**src/rtl/vga_timing_pkg.sv**
```systemverilog
// Shared 640x480 raster constants and RGB565 field positions.
// No logic; parameters only.
// Used as defaults by the timing generator and the framebuffer reader.
package vga_timing_pkg;

  // 640x480 @ 60 Hz horizontal timing, in pixel clocks
  localparam int VGA_H_ACTIVE = 640;
  localparam int VGA_H_FP     = 16;
  localparam int VGA_H_SYNC   = 96;
  localparam int VGA_H_BP     = 48;
  localparam int VGA_H_TOTAL  = VGA_H_ACTIVE + VGA_H_FP + VGA_H_SYNC + VGA_H_BP;

  // 640x480 @ 60 Hz vertical timing, in lines
  localparam int VGA_V_ACTIVE = 480;
  localparam int VGA_V_FP     = 10;
  localparam int VGA_V_SYNC   = 2;
  localparam int VGA_V_BP     = 33;
  localparam int VGA_V_TOTAL  = VGA_V_ACTIVE + VGA_V_FP + VGA_V_SYNC + VGA_V_BP;

  // RGB565 field slices
  localparam int R_MSB = 15;
  localparam int R_LSB = 11;
  localparam int G_MSB = 10;
  localparam int G_LSB = 5;
  localparam int B_MSB = 4;
  localparam int B_LSB = 0;

  // Pure green marks pixels that pass the colour threshold
  localparam logic [15:0] HIGHLIGHT_DEFAULT = 16'h07E0;

endpackage

```
**src/rtl/vga_timing_gen.sv**
```systemverilog
// Raster h/v counters with combinational active/hsync/vsync decode.
// Latency: decode is combinational from the current counter values.
// No backpressure: free-running at the pixel clock.
module vga_timing_gen
  import vga_timing_pkg::*;
#(
  parameter int H_ACTIVE = VGA_H_ACTIVE,
  parameter int H_FP     = VGA_H_FP,
  parameter int H_SYNC   = VGA_H_SYNC,
  parameter int H_BP     = VGA_H_BP,
  parameter int V_ACTIVE = VGA_V_ACTIVE,
  parameter int V_FP     = VGA_V_FP,
  parameter int V_SYNC   = VGA_V_SYNC,
  parameter int V_BP     = VGA_V_BP,
  localparam int H_TOTAL = H_ACTIVE + H_FP + H_SYNC + H_BP,
  localparam int V_TOTAL = V_ACTIVE + V_FP + V_SYNC + V_BP,
  localparam int HW      = $clog2(H_TOTAL),
  localparam int VW      = $clog2(V_TOTAL)
) (
  input  logic          i_clk,
  input  logic          i_rstn,
  output logic [HW-1:0] h_cnt,
  output logic [VW-1:0] v_cnt,
  output logic          active,
  output logic          hsync,
  output logic          vsync
);

  localparam logic [HW-1:0] H_LAST   = HW'(H_TOTAL - 1);
  localparam logic [VW-1:0] V_LAST   = VW'(V_TOTAL - 1);
  localparam logic [HW-1:0] H_ACT_C  = HW'(H_ACTIVE);
  localparam logic [VW-1:0] V_ACT_C  = VW'(V_ACTIVE);
  localparam logic [HW-1:0] HS_START = HW'(H_ACTIVE + H_FP);
  localparam logic [HW-1:0] HS_END   = HW'(H_ACTIVE + H_FP + H_SYNC);
  localparam logic [VW-1:0] VS_START = VW'(V_ACTIVE + V_FP);
  localparam logic [VW-1:0] VS_END   = VW'(V_ACTIVE + V_FP + V_SYNC);

  // Advance the raster one pixel; v steps when h wraps
  always_ff @(posedge i_clk) begin
    if (!i_rstn) begin
      h_cnt <= '0;
      v_cnt <= '0;
    end else if (h_cnt == H_LAST) begin
      h_cnt <= '0;
      v_cnt <= (v_cnt == V_LAST) ? '0 : v_cnt + 1'b1;
    end else begin
      h_cnt <= h_cnt + 1'b1;
    end
  end

  assign active = (h_cnt < H_ACT_C) && (v_cnt < V_ACT_C);
  assign hsync  = !((h_cnt >= HS_START) && (h_cnt < HS_END));
  assign vsync  = !((v_cnt >= VS_START) && (v_cnt < VS_END));

endmodule

```
**src/rtl/fbuf_display_reader.sv**
```systemverilog
// Framebuffer scan-out to VGA with per-pixel colour-threshold detect and match count.
// Latency: sync/DE/RGB appear 3 clk after their raster position; read address 1 clk.
// No backpressure: raster is free-running, framebuffer read data assumed 1 clk after address.
module fbuf_display_reader
  import vga_timing_pkg::*;
#(
  parameter int DATA_WIDTH = 16,
  parameter int FRAME_W    = 320,
  parameter int FRAME_H    = 240,
  parameter int BRAM_DEPTH = 76800,
  parameter int H_ACTIVE   = VGA_H_ACTIVE,
  parameter int H_FP       = VGA_H_FP,
  parameter int H_SYNC     = VGA_H_SYNC,
  parameter int H_BP       = VGA_H_BP,
  parameter int V_ACTIVE   = VGA_V_ACTIVE,
  parameter int V_FP       = VGA_V_FP,
  parameter int V_SYNC     = VGA_V_SYNC,
  parameter int V_BP       = VGA_V_BP,
  parameter logic [DATA_WIDTH-1:0] HIGHLIGHT = HIGHLIGHT_DEFAULT
) (
  input  logic                              i_clk,
  input  logic                              i_rstn,
  output logic [$clog2(BRAM_DEPTH)-1:0]     o_raddr,
  input  logic [DATA_WIDTH-1:0]             i_rdata,
  input  logic                              i_detect_en,
  input  logic                              i_highlight,
  input  logic [4:0]                        i_r_min,
  input  logic [5:0]                        i_g_max,
  input  logic [4:0]                        i_b_max,
  output logic                              o_hsync,
  output logic                              o_vsync,
  output logic                              o_de,
  output logic [DATA_WIDTH-1:0]             o_rgb,
  output logic [$clog2(BRAM_DEPTH+1)-1:0]   o_match_count,
  output logic                              o_frame_done
);

  localparam int AW      = $clog2(BRAM_DEPTH);
  localparam int CW      = $clog2(BRAM_DEPTH + 1);
  localparam int H_TOTAL = H_ACTIVE + H_FP + H_SYNC + H_BP;
  localparam int V_TOTAL = V_ACTIVE + V_FP + V_SYNC + V_BP;
  localparam int HW      = $clog2(H_TOTAL);
  localparam int VW      = $clog2(V_TOTAL);

  localparam logic [HW-1:0] H_LAST  = HW'(H_TOTAL - 1);
  localparam logic [VW-1:0] V_LAST  = VW'(V_TOTAL - 1);
  localparam logic [HW-1:0] FW_C    = HW'(FRAME_W);
  localparam logic [VW-1:0] FH_C    = VW'(FRAME_H);
  localparam logic [HW-1:0] FW_LAST = HW'(FRAME_W - 1);
  localparam logic [VW-1:0] FH_LAST = VW'(FRAME_H - 1);
  localparam logic [CW-1:0] CNT_MAX = CW'(BRAM_DEPTH);

  // The window must sit inside the visible area and match the buffer size
  if (FRAME_W > H_ACTIVE || FRAME_H > V_ACTIVE) begin : g_bad_window
    $error("fbuf_display_reader: window %0dx%0d exceeds active area", FRAME_W, FRAME_H);
  end
  if (BRAM_DEPTH != FRAME_W * FRAME_H) begin : g_bad_depth
    $error("fbuf_display_reader: BRAM_DEPTH must equal FRAME_W*FRAME_H");
  end
  if (DATA_WIDTH != 16) begin : g_bad_width
    $error("fbuf_display_reader: detector needs RGB565 (DATA_WIDTH=16)");
  end

  // Stage 0: raster position and decode
  logic [HW-1:0] h_cnt;
  logic [VW-1:0] v_cnt;
  logic          act0, hs0, vs0, win0, last0, frame_end0;

  vga_timing_gen #(
    .H_ACTIVE (H_ACTIVE),
    .H_FP     (H_FP),
    .H_SYNC   (H_SYNC),
    .H_BP     (H_BP),
    .V_ACTIVE (V_ACTIVE),
    .V_FP     (V_FP),
    .V_SYNC   (V_SYNC),
    .V_BP     (V_BP)
  ) u_timing (
    .i_clk  (i_clk),
    .i_rstn (i_rstn),
    .h_cnt  (h_cnt),
    .v_cnt  (v_cnt),
    .active (act0),
    .hsync  (hs0),
    .vsync  (vs0)
  );

  assign win0       = (h_cnt < FW_C) && (v_cnt < FH_C);
  assign last0      = (h_cnt == FW_LAST) && (v_cnt == FH_LAST);
  assign frame_end0 = (h_cnt == H_LAST) && (v_cnt == V_LAST);

  logic [AW-1:0] addr_cnt;
  logic          act1, hs1, vs1, win1, last1;
  logic          act2, hs2, vs2, win2, last2;

  // Stage 1: issue the read address for window pixels and carry the raster flags
  always_ff @(posedge i_clk) begin
    if (!i_rstn) begin
      o_raddr  <= '0;
      addr_cnt <= '0;
      act1     <= 1'b0;
      hs1      <= 1'b1;
      vs1      <= 1'b1;
      win1     <= 1'b0;
      last1    <= 1'b0;
    end else begin
      if (frame_end0) begin
        o_raddr  <= '0;
        addr_cnt <= '0;
      end else if (win0) begin
        o_raddr  <= addr_cnt;
        addr_cnt <= addr_cnt + 1'b1;
      end
      act1  <= act0;
      hs1   <= hs0;
      vs1   <= vs0;
      win1  <= win0;
      last1 <= last0;
    end
  end

  // Stage 2: flags line up with the framebuffer read data
  always_ff @(posedge i_clk) begin
    if (!i_rstn) begin
      act2  <= 1'b0;
      hs2   <= 1'b1;
      vs2   <= 1'b1;
      win2  <= 1'b0;
      last2 <= 1'b0;
    end else begin
      act2  <= act1;
      hs2   <= hs1;
      vs2   <= vs1;
      win2  <= win1;
      last2 <= last1;
    end
  end

  // Threshold compare on the returning pixel; thresholds are used live
  logic match2, hit2;
  assign match2 = (i_rdata[R_MSB:R_LSB] >= i_r_min) &&
                  (i_rdata[G_MSB:G_LSB] <= i_g_max) &&
                  (i_rdata[B_MSB:B_LSB] <= i_b_max);
  assign hit2   = win2 && match2 && i_detect_en;

  // Saturating increment of the running count for this pixel
  logic [CW-1:0] run_cnt, cnt_next;
  always_comb begin
    cnt_next = run_cnt;
    if (hit2 && (run_cnt != CNT_MAX)) cnt_next = run_cnt + 1'b1;
  end

  // Stage 3: registered video out, plus frame-end count handoff on the last window pixel
  always_ff @(posedge i_clk) begin
    if (!i_rstn) begin
      o_de          <= 1'b0;
      o_hsync       <= 1'b1;
      o_vsync       <= 1'b1;
      o_rgb         <= '0;
      run_cnt       <= '0;
      o_match_count <= '0;
      o_frame_done  <= 1'b0;
    end else begin
      o_de    <= act2;
      o_hsync <= hs2;
      o_vsync <= vs2;
      if (!win2)
        o_rgb <= '0;
      else if (hit2 && i_highlight)
        o_rgb <= HIGHLIGHT;
      else
        o_rgb <= i_rdata;
      if (last2) begin
        o_match_count <= cnt_next;
        run_cnt       <= '0;
        o_frame_done  <= 1'b1;
      end else begin
        run_cnt       <= cnt_next;
        o_frame_done  <= 1'b0;
      end
    end
  end

endmodule

```
**config.mk**
```make
export PLATFORM = sky130hd
export DESIGN_NAME = fbuf_display_reader
export DESIGN_NICKNAME = d
export VERILOG_FILES = /design/src/rtl/vga_timing_pkg.sv /design/src/rtl/vga_timing_gen.sv /design/src/rtl/fbuf_display_reader.sv
export SDC_FILE = /design/constraint.sdc
export NUM_CORES = 1
export LEC_CHECK = 0
export CORE_MARGIN = 5
export CORE_UTILIZATION = 40
export CTS_CLUSTER_DIAMETER = 40
export DETAILED_ROUTE_END_ITERATION = 12
export GPL_TIMING_DRIVEN = 0
export PLACE_DENSITY_LB_ADDON = 0.25
export SLEW_MARGIN = 0
export SYNTH_ARGS = -nofsm -noshare
export SYNTH_HDL_FRONTEND = slang
export SYNTH_HIERARCHICAL = 1
export SYNTH_SLANG_ARGS = --single-unit
```
**constraint.sdc**
```tcl
create_clock -name i_clk -period 3.3 [get_ports i_clk]
set_clock_uncertainty 0.1 [all_clocks]
set_input_delay 0.66 -clock i_clk [delete_from_list [all_inputs] [get_ports i_clk]]
set_output_delay 0.66 -clock i_clk [all_outputs]
set_load 0.005 [all_outputs]
```
==> summary.txt <==
Finish
  • Area of the multi-input gates: 2600 um2
  • Nets: 757
  • Layout Cell Area excl Fill: 6890 um2
  • Area delta synth->final: 33.0%
  • Ant diodes: 0
  • Share of cells above drive strength 1: 5.91%
  • Finished Layout Cells: 883
  • Sequential cell area: 2360 um2
  • Fill cell count: 1172

Detailed routing
  • DRC viols: 0
  • Detail Route Antenna Nets: 0
  • Pre-Repair DR Iteration Count: 4
  • Total number of vias: 4555
  • WL/cell: 14.3 um
  • Post-Route WL: 12.7 mm
  • Iteration-0 DRC Markers: 239
  • Vias/cell: 5.16

Worst setup path
  • R2R depth: 6
  • Critical Path RT: 3.48 ns
  • Worst R2R Start: run_cnt[1]
  • Reg2reg end: o_match_count[16]
  • Critical Path End Type: register
  • Critical Setup Path Class: in -> reg
  • Crit path DAT: 3.30 ns
  • R2R Setup Slk: 0.93 ns
  • Crit-path max FO: 10
  • Startpoint class of the critical path: input pin
  • Crit. Startpoint: i_r_min[2]

Die
  • Core area: 12700 um2
  • Initial core utilization: 40.9%
  • I/O pins: 90
  • Die ar.: 15300 um2
  • Row Count: 41
  • Die Height: 124 um
  • Die width: 124 um

Timing
  • Worst-Margin Slew: 0.889 ns
  • Post-layout min period: 3.12 ns
  • Rel. slew slack: 40.3%
  • RSZ-0062 raised after global routing: false
  • Hold Fails Final Rpt: 0
  • TNS Setup: 0 ns
  • Fmax: 320 MHz
  • Worst Slack Setup Final: 0.180 ns
  • Endpoints failing setup: 0
  • Final worst-path cycle share: 94.6%
  • Final max-slew violation count: 0

Clock tree
  • Clock Tree Buf Depth: 2
  • Setup bufs post-CTS: 0
  • Cts repair resizes: 0
  • TritonCTS clock tree: done
  • Skew-Pair Late Insertion Delay: 0.41 ns
  • Number of clock sinks: 118
  • Htree depth: 4
  • Clock-pin transition on the worst setup and hold timing paths: 0.05 ns
  • Root Driver: clkbuf_16
  • Num CTS Buffers: 17
  • Hold-fix buffers at CTS: 0

Yosys
  • Synthesized Nets: 649
  • Post-Synthesis Cells: 590
  • Seq/Total Area, Yosys: 45.6%
  • Top cell type's share of synthesized area: 45.6%
  • Dominant cell type by area after synthesis: dfxtp_1
  • Yosys reg bits: 118
  • Area contributors post-synth: dfxtp_1 46%, ha_1 5.6%, nand2_1 4.5%
  • Netlist cell types: 52
  • Syn_area_per_cell: 8.78 um2
  • Post-Syn Area: 5180 um2
  • Synth Warn #: 6

Power
  • Peak supply drop: 292 uV
  • Power per Cell Area: 507 nW/um2
  • Leakage power: 0.00254 uW
  • Power, Total: 3490 uW

Placed design
  • Hpwl dp: 9.31 mm
  • Placement Cell Area: 6280 um2
  • Worst slack at placement: -0.182 ns
  • Number of instances in the placed design: 851
  • GPL Wtd Cong: 0.875
  • I/O Buffers: 89

Run status
  • Outcome: finished, final reports clean

Global route
  • Vias in the first global route: 4393
  • Pin count of the biggest net entering global routing: 17
  • GRT met2 Usage: 27.0%
  • Grt ovf: 0
  • Global-route wire length before repair: 20.7 mm
  • Met1 Usage GRT: 21.6%
  • GR met3 Demand/Resource: 4.81%
  • GRT Util Overall: 17.2%
  • Initial antenna violation count: 0
  • Grt peak-use layer: met2

Min path
  • Hold Crit Class: reg -> reg
  • Hold Startpoint: vs1
  • Hold depth: 1
  • Hold Crit Endpoint: vs2

Run
  • Max cap viols: 0
[per-layer routing]
layer,up-vias,routed length (um)
li1,2297,-
met1,2117,5740
met2,117,5920
met3,24,704
met4,0,303
met5,-,0
[worst max path at each step]
stage	cells past startpoint	slack [ns]	end
floorplan	8	0.65	o_match_count[0]
global placement	10	-0.19	o_match_count[10]
detailed placement	10	-0.18	o_match_count[10]
CTS	10	0.22	o_match_count[10]
global route	10	0.05	o_match_count[10]
finish	10	0.18	o_match_count[10]
[cell usage after synthesis, drive strengths merged]
cell type,instances
nand2,62
buf,4
a21oi,45
or3b,1
inv,28
clkbuf,23
xor2,16
nor4b,6
mux2i,1
and2,13
nor3,7
nor4bb,1
a41oi,1
or3,5
nand4,22
ha,23
nand3,25
nor2,43
a22oi,1
o2111ai,1
nand2b,8
and3,18
a31oi,5
nor4,15
xnor2,19
o32a,1
or4,6
a21o,3
or4b,2
dfxtp,118
o21ai,33
a21boi,8
and4,10
nand4b,1
o21a,5
or2,2
nand3b,2
o31ai,2
nor2b,2
nor3b,1
o22ai,1
[stage by stage]
step           utilization [%]  hold slack, ns
5_1_grt                   54.4           0.320
4_1_cts                   54.4           0.304
3_5_place_dp              49.6           0.292
3_3_place_gp              49.6           0.291
2_1_floorplan                -           0.286
6_report                  54.4           0.303
[power by group]
part / switching, uW / internal, uW
Combinational: 99.7 / 94.5
Sequential: 12.0 / 1440
Clock: 654 / 1190
Total: 765 / 2730
[cells by family (layout without fill, tap and decap cells)]
family | after synthesis | after routing | synth area share [%]
simple gates | 252 | 252 | 26.7
mux | 1 | 1 | 0.193
flops | 118 | 118 | 45.6
compound gates | 106 | 106 | 11.9
xor+xnor | 35 | 35 | 5.92
fa+ha+maj | 23 | 23 | 5.56
buf+inv | 55 | 176 | 4.18
[worst max-delay path, cell delays in order]
cell and delay [ns]:
clkdlybuf4s50_1 0.46, inv_1 0.04, ha_1 0.27, a21oi_1 0.12, o21ai_0 0.11, a31oi_1 0.66, clkbuf_1 0.42, nor4_1 0.14
xnor2_1 0.31, a21oi_1 0.11
[state kept, by name (all words and copies together) (netlist names), 10 cells and up]
signal and count:
o_match_count 17, addr_cnt 17, run_cnt 17, u_timing/h_cnt 10
o_rgb 16, o_raddr 17, u_timing/v_cnt 10
[cell type report]
cell class	instances	area share [%]
repair buffers	89	12.9
well taps	172	3.12
clock buffers	22	7.03
clock inverters	10	1.74
inverters	28	1.53
multi-input cells	417	37.7
flip-flops and latches	118	34.3
plain buffers	27	1.62
[cells in the final DEF (no fill, tap or decap), drive strengths merged, types with 2 or more instances in the layout]
cell type        n
or2              2
or4b             2
nand3           25
nand4           22
a21oi           45
nor3             7
xor2            16
inv             29
and4            10
clkinv           2
nand2           62
nand3b           2
bufinv           2
o21ai           33
a31oi            5
o31ai            2
nor2            43
a21boi           8
o21a             5
xnor2           19
nor4            15
nand2b           8
clkdlybuf4s50   89
and3            18
buf              4
nor2b            2
nor4b            6
a21o             3
or3              5
ha              23
clkbuf          45
and2            13
dfxtp          118
or4              6
clkinvlp         5
No activity file was read; power rests on OpenSTA's default activity.
